==> src/rtl/vit_sched_ctrl.sv <==
// Viterbi datapath scheduling controller: sequences the CE/S/ACS/M/T unit enables.
// Optional frame flush (FLUSH state, o_done pulse) is built only when CTRL_FLUSH_EN is defined.
module vit_sched_ctrl #(
    parameter int PIPE_DEPTH = 2,
    parameter int TB_DEPTH   = 8,
    parameter int CNT_W      = $clog2(((PIPE_DEPTH > TB_DEPTH) ? PIPE_DEPTH : TB_DEPTH) + 1)
) (
    input  logic             clk,
    input  logic             rst,
    input  logic             en,
    input  logic             i_sync,
    input  logic             i_flush,
    output logic             o_en_ce,
    output logic             o_en_s,
    output logic             o_en_acs,
    output logic             o_en_m,
    output logic             o_en_t,
    output logic             o_done,
    output logic             o_busy,
    output logic [2:0]       p_state,
    output logic [CNT_W-1:0] p_cnt
);

    typedef enum logic [2:0] {
        S_IDLE    = 3'd0,
        S_FILL    = 3'd1,
        S_PRIME   = 3'd2,
        S_RUN     = 3'd3,
        S_MEMFILL = 3'd4,
        S_TRACE   = 3'd5,
        S_FLUSH   = 3'd6
    } state_t;

    localparam logic [CNT_W-1:0] PIPE_LAST = CNT_W'(PIPE_DEPTH - 1);
    localparam logic [CNT_W-1:0] TB_LAST   = CNT_W'(TB_DEPTH - 1);

    state_t           r_state;
    state_t           w_next_state;
    logic [CNT_W-1:0] r_cnt;
    logic [CNT_W-1:0] w_cnt_next;
    logic             w_cnt_inc;
    logic             w_done_set;

    // NOTE: non-blocking assignments for all state so every register samples pre-edge values.
    always_ff @(posedge clk or negedge rst) begin
        if (!rst) begin
            r_state <= S_IDLE;
            r_cnt   <= '0;
        end else if (en) begin
            r_state <= w_next_state;
            r_cnt   <= w_cnt_next;
        end
    end

    // NOTE: every always_comb output gets a default first, so no path can infer a latch.
    always_comb begin
        w_next_state = r_state;
        w_cnt_inc    = 1'b0;
        w_done_set   = 1'b0;
        o_en_ce      = 1'b0;
        o_en_s       = 1'b0;
        o_en_acs     = 1'b0;
        o_en_m       = 1'b0;
        o_en_t       = 1'b0;
        case (r_state)
            S_IDLE: w_next_state = S_FILL;
            S_FILL: begin
                o_en_ce = 1'b1;
                o_en_s  = 1'b1;
                if (r_cnt == PIPE_LAST) w_next_state = S_PRIME;
                else                    w_cnt_inc    = 1'b1;
            end
            S_PRIME: begin
                o_en_ce      = 1'b1;
                o_en_s       = 1'b1;
                o_en_acs     = 1'b1;
                w_next_state = S_RUN;
            end
            S_RUN: begin
                o_en_ce  = 1'b1;
                o_en_s   = 1'b1;
                o_en_acs = 1'b1;
                o_en_m   = 1'b1;
                if (i_sync) w_next_state = S_MEMFILL;
            end
            S_MEMFILL: begin
                o_en_ce = 1'b1;
                o_en_s  = 1'b1;
                o_en_m  = 1'b1;
                if (r_cnt == TB_LAST) w_next_state = S_TRACE;
                else                  w_cnt_inc    = 1'b1;
            end
            S_TRACE: begin
                o_en_ce = 1'b1;
                o_en_s  = 1'b1;
                o_en_m  = 1'b1;
                o_en_t  = 1'b1;
`ifdef CTRL_FLUSH_EN
                if (i_flush) w_next_state = S_FLUSH;
`endif
            end
`ifdef CTRL_FLUSH_EN
            S_FLUSH: begin
                o_en_s = 1'b1;
                o_en_m = 1'b1;
                o_en_t = 1'b1;
                if (r_cnt == TB_LAST) begin
                    w_next_state = S_IDLE;
                    w_done_set   = 1'b1;
                end else begin
                    w_cnt_inc = 1'b1;
                end
            end
`endif
            default: w_next_state = S_IDLE;
        endcase
    end

    // Counter restarts from zero whenever the state changes.
    assign w_cnt_next = (w_next_state != r_state) ? '0 :
                        (w_cnt_inc ? r_cnt + CNT_W'(1) : r_cnt);

`ifdef CTRL_FLUSH_EN
    logic r_done;

    // Done is armed only on an enabled FLUSH->IDLE edge and drops on the following edge.
    always_ff @(posedge clk or negedge rst) begin
        if (!rst) r_done <= 1'b0;
        else      r_done <= en & w_done_set;
    end

    assign o_done = r_done;
`else
    logic w_unused_flush;
    logic w_unused_done;

    assign w_unused_flush = i_flush;
    assign w_unused_done  = w_done_set;
    assign o_done         = 1'b0;
`endif

    assign o_busy  = (r_state != S_IDLE);
    assign p_state = r_state;
    assign p_cnt   = r_cnt;

endmodule

==> config.mk <==
export PLATFORM = sky130hd
export DESIGN_NAME = vit_sched_ctrl
export DESIGN_NICKNAME = d
export VERILOG_FILES = /design/src/rtl/vit_sched_ctrl.sv
export SDC_FILE = /design/constraint.sdc
export NUM_CORES = 1
export LEC_CHECK = 0
export ABC_AREA = 1
export CORE_MARGIN = 4
export CORE_UTILIZATION = 39
export DETAILED_ROUTE_END_ITERATION = 10
export MAX_ROUTING_LAYER = met4
export PLACE_DENSITY = 0.73
export SKIP_CTS_REPAIR_TIMING = 1
export SYNTH_ARGS = -nofsm -noshare
export SYNTH_HDL_FRONTEND = slang
export SYNTH_SLANG_ARGS = --single-unit
==> constraint.sdc <==
create_clock -name clk -period 1.3 [get_ports clk]
set_clock_uncertainty 0.15 [all_clocks]
set_input_delay 0.195 -clock clk [delete_from_list [all_inputs] [get_ports clk]]
set_output_delay 0.195 -clock clk [all_outputs]
set_load 0.01 [all_outputs]
# Word level (Yosys, flattened, before mapping)
# Index checks and enable logic that the tools add are counted.
[totals]
ff_bits = 7
in_bits = 5
output_inout_bits = 14
wordCells = 31
[classes]
addsub = 1
eq_ne = 8
muxes = 13
reduce_logical = 7
[ops]
columns = ["op", "n"]
rows = [
  ["$pmux W3 S6", 1],
  ["$mux W3", 3],
  ["$mux W4", 2],
  ["$eq A3 B2 Y1 const B", 2],
  ["$eq A3 B3 Y1 const B", 2],
  ["$mux W1", 6],
  ["$reduce_or A5 Y1", 1],
  ["$add A4 B1 Y4 const B", 1],
  ["$eq A4 B1 Y1 const B", 1],
  ["$eq A4 B3 Y1 const B", 1],
  ["$eq A3 B1 Y1 const B", 1],
  ["$logic_not A3 Y1", 1],
  ["$ne A3 B3 Y1", 1],
  ["$reduce_bool A3 Y1", 1],
  ["$reduce_or A3 Y1", 1],
  ["$pmux W1 S2", 1],
  ["$reduce_and A2 Y1", 1],
  ["$reduce_bool A2 Y1", 1],
  ["$reduce_or A2 Y1", 1],
]

# Longest topological paths before layout
# Gate-level depths: netlist of run 1.
[depth]
word_depth = 6
depth_mapped = 10

# Worst setup path before layout of run 1
# OpenSTA, ideal clock, no wires.
[synth_timing]
path_kind = "register to register"
startpoint = "reg r_cnt[0] (netlist: p_cnt[0])"
endpoint = "reg r_cnt[3] (netlist: p_cnt[3])"
arrival_ps = 1303
path_slack_ps = -218
stages_incl_launch_ff = 11
cell_sequence = "dfrtp_1 -> ha_1 -> nand2_1 -> nor2_1 -> nand2_1 -> nand2_1 -> o21bai_1 -> nand3_1 -> nand2_2 -> nand2_1 -> nand2_1"
[synth_via]
elab_chain_cells = 6
[synth_rtl]
columns = ["element", "line", "source"]
rows = [
  ["from (decl)", "39", "logic [CNT_W-1:0] r_cnt;"],
  ["from (signal assigned)", "51", "r_cnt <= w_cnt_next;"],
  ["$eq A4 B3 Y1 / $eq A4 B1 Y1 (equally long branches)", "90, 70", ""],
  ["$mux W3, on equally long branches", "90, 70", ""],
  ["$pmux W3 S6", "65", "case (r_state)"],
  ["$ne A3 B3 Y1", "120", "assign w_cnt_next = (w_next_state != r_state) ? '0 :"],
  ["$reduce_bool A2 Y1 (no line)", "n/a", ""],
  ["$reduce_and A2 Y1 (no line)", "n/a", ""],
]
# Several ways; a longest one is shown, not always the timed one. The select of a mux whose other input is x is not followed.
# A chain may end at the register's enable or synchronous reset.

# Worst setup path after layout of run 1
[layout_timing]
startpoint = "reg r_state[1] (netlist: p_state[1])"
endpoint = "reg r_cnt[1] (netlist: p_cnt[1])"
[layout_via]
elab_chain_cells = 5
[layout_rtl]
columns = ["element", "line", "source"]
rows = [
  ["from (decl)", "37", "state_t r_state;"],
  ["from (signal assigned)", "50", "r_state <= w_next_state;"],
  ["$eq A3 B3 Y1, or another cell as far along", "65", ""],
  ["$pmux W3 S6", "65", ""],
  ["$ne A3 B3 Y1", "120", ""],
  ["$reduce_bool A2 Y1 (no line)", "n/a", ""],
  ["$reduce_and A2 Y1 (no line)", "n/a", ""],
]
# Several ways; a longest one is shown, not always the timed one.

==> run_results.csv, run 1 <==
group,metric,value,unit
status,outcome,"complete, but fails checks",
status,violations,"negative setup slack",
clock_tree,cts_made_buffers,3,
drt,drt-pass1-iter-count,4,
drt,drc_errors,0,
timing,finalHoldViolations,0,
grt,grt_pass1_vias,628,
layout,antenna_cells,0,
clock_tree,clockRootBuffer,"clkbuf_4",
drt,drt-initial-drc-count,5,
drt,ant_nets,0,
logic_synthesis,syn_inst,80,
setup_path,critical_path_arrival,1620,ps
logic_synthesis,syn_area,561,µm²
placed_design,io_buffers,16,
timing,max_freq,616,MHz
drt,via_per_inst,5.09,
power_and_ir_drop,ir_drop,1.38,mV
setup_path,cp_slowest_cell,"dfrtp_2",
logic_synthesis,post-synth-top-count-cell,"nand2_1",
timing,fin_crit,1620,ps
floorplanning,chipHeight,45.9,µm
timing,finalMaxSlewViolations,0,
timing,min_period_over_period,125,%
setup_path,end_kind,"flip-flop",
placed_design,dp_hpwl,1170,µm
floorplanning,fp.dieW,45.9,µm
logic_synthesis,synth_top_area_cell,"dfrtp_1",
drt,wl_per_cell,14.1,µm
logic_synthesis,synthTopCellsByArea,"dfrtp_1 31%, nand2_1 15%, nand2_2 5.6%",
clock_tree,cts_buffer_depth,2,
logic_synthesis,synth_seq_cells,7,
timing,setup_violations,14,
timing,holdWs,59.8,ps
setup_path,crit_top_cell,"nand2_2",
run,cap_violations,0,
layout,fin_util,81.8,%
layout,fillers,84,
setup_path,crit_family,"simple AND/OR/NAND/NOR gates",
power_and_ir_drop,power_leakage,0.631,nW
logic_synthesis,ys_types,20,
logic_synthesis,synth_top_area_share,31.3,%
floorplanning,core_area,0.00133,mm²
floorplanning,fp-row-count,13,
drt,num_vias,717,
layout,nNetsFinal,134,
power_and_ir_drop,post-layout-total-power,0.00260,W
setup_path,critical_path.max_fanout,5,
floorplanning,start_util,42.0,%
logic_synthesis,synth_top_flop_cell,"dfrtp_1",
clock_tree,cts_sinks,7,
setup_path,path_buf_inv,2,
grt,track_usage,16.4,%
setup_path,cp_cell_sequence,"buf_6 -> inv_8 -> nand2_4 -> nor2_4 -> nand2_2 -> nand2_2 -> o21bai_1 -> nand3_2 -> nand2_2 -> nand2_1 -> nand2_1",
clock_tree,cts_tree,"done",
timing,worst_slack,-322,ps
clock_tree,clkLatencyLatePin,260,ps
logic_synthesis,synthTopCellsByCount,"22 x nand2_1, 8 x inv_1, 7 x dfrtp_1",
grt,grt.overflow.total,0,
setup_path,crit_type,"flip-flop to flip-flop",
floorplanning,io_pins,19,
logic_synthesis,avgSynthCellArea,7.01,µm²
layout,multi_input_area,419,µm²
min_path,hp-class,"input pin to async pin",
logic_synthesis,seq_area_frac_synth,31.3,%
grt,antenna_found_initial,0,
grt,grt_max_degree,8,
clock_tree,h-tree-depth,1,
placed_design,preCtsSetupSlack,-357,ps
grt,grt_pass1_wl,2480,µm
logic_synthesis,synthArstFlopShare,100,%
logic_synthesis,yosys_warnings,0,
floorplanning,dieArea,0.00211,mm²
power_and_ir_drop,powerDensity,2380,mW/mm²
setup_path,required,1300,ps
timing,rsz0062_at_grt,"true",
clock_tree,clkTransAtPathRegs,60,ps
layout,drive_gt1_share,61.9,%
logic_synthesis,syn-num-nets,87,
layout,syn_to_final_growth,94.6,%
setup_path,start_kind,"flip-flop",
layout,regArea,180,µm²
drt,wirelength,1990,µm
setup_path,critPathMaxStageDelay,440,ps
logic_synthesis,synth_edf_count,0,
placed_design,routabilityCongestion,0.877,
area by class of cell:
type	instances	share of cell area, %
repair buffers	46	36.2
flip-flops and latches	7	16.5
multi-input cells	58	38.4
clock buffers	4	2.41
inverters	11	4.70
well taps	15	1.72
worst register-to-register path: cells and delay by family, from the launching register on:
family                 cells  cell delay [ps]
buffers and inverters      2              210
AOI/OAI and AO/OA          1               90
and+or+nand+nor            8              640
DFF                        1              440
power by group:
group          internal, W  switching [W]  leakage (nW)
Clock             0.000118      0.0000883        0.0150
Combinational     0.000985        0.00100         0.528
Sequential        0.000293       0.000115        0.0879
Total              0.00140        0.00121         0.631
metrics by stage:
stage | TNS [ps] | cells | cell area, µm²
after floorplan | -819 | 80 | 574
after global placement | -3540 | 129 | 877
after CTS | -7200 | 133 | 903
final | -2820 | 141 | 1090
after detailed placement | -3800 | 129 | 877
after global routing | -3690 | 141 | 1090
registers in the layout (all words and copies together), names as in the netlist:
name and cells:
p_cnt 4, p_state 3
cell families (layout without fill, tap and decap cells):
group | count (synthesis) | in the layout | synth area share (%)
xor gates and xnor gates | 2 | 2 | 3.13
other | 1 | 1 | 0.669
AOI/OAI and AO/OA | 7 | 7 | 7.14
and+or+nand+nor | 46 | 46 | 40.0
adders and majority gates | 2 | 2 | 4.46
buffers and inverters | 15 | 61 | 13.4
DFF | 7 | 7 | 31.3
final timing paths:
path	startpoint	to	slack, ps	depth (start not counted)
max in group asynchronous	rst	p_state[0]$_DFFE_PN0P_	660	1
min reg2reg	p_state[2]$_DFFE_PN0P_	p_state[2]$_DFFE_PN0P_	510	2
min	rst	p_cnt[3]$_DFFE_PN0P_	60	1
max reg2reg	p_state[1]$_DFFE_PN0P_	p_cnt[1]$_DFFE_PN0P_	-320	11
max	p_state[1]$_DFFE_PN0P_	p_cnt[1]$_DFFE_PN0P_	-320	11
min in group clk	i_sync	p_state[2]$_DFFE_PN0P_	410	3
per-layer routing:
metal	up-vias	track usage [%]	part of all wire (%)
met4	0	6.25	3.5
met1	337	17.3	34
li1	343	-	-
met3	12	5.14	6.7
met5	-	-	0
met2	25	28.0	56
cells in the final DEF (no fill, tap or decap), drive strengths merged:
cell type	netlist	routed
inv	11	11
o21ai	5	5
nand3	7	7
o21a	1	1
ha	2	2
buf	4	37
xor2	2	2
nand4	4	4
dlymetal6s2s	0	4
nand2	27	27
clkbuf	0	6
conb	1	1
nor2	8	8
clkdlybuf4s50	0	3
dfrtp	7	7
o21bai	1	1
(Power assumes the default switching activity.)
==> run 2, diff against run 1 <==
- CAP_MARGIN: not set -> 10
==> results of run 2 <==
No change in the layout: final DEF, timing and power equal those of run 1.
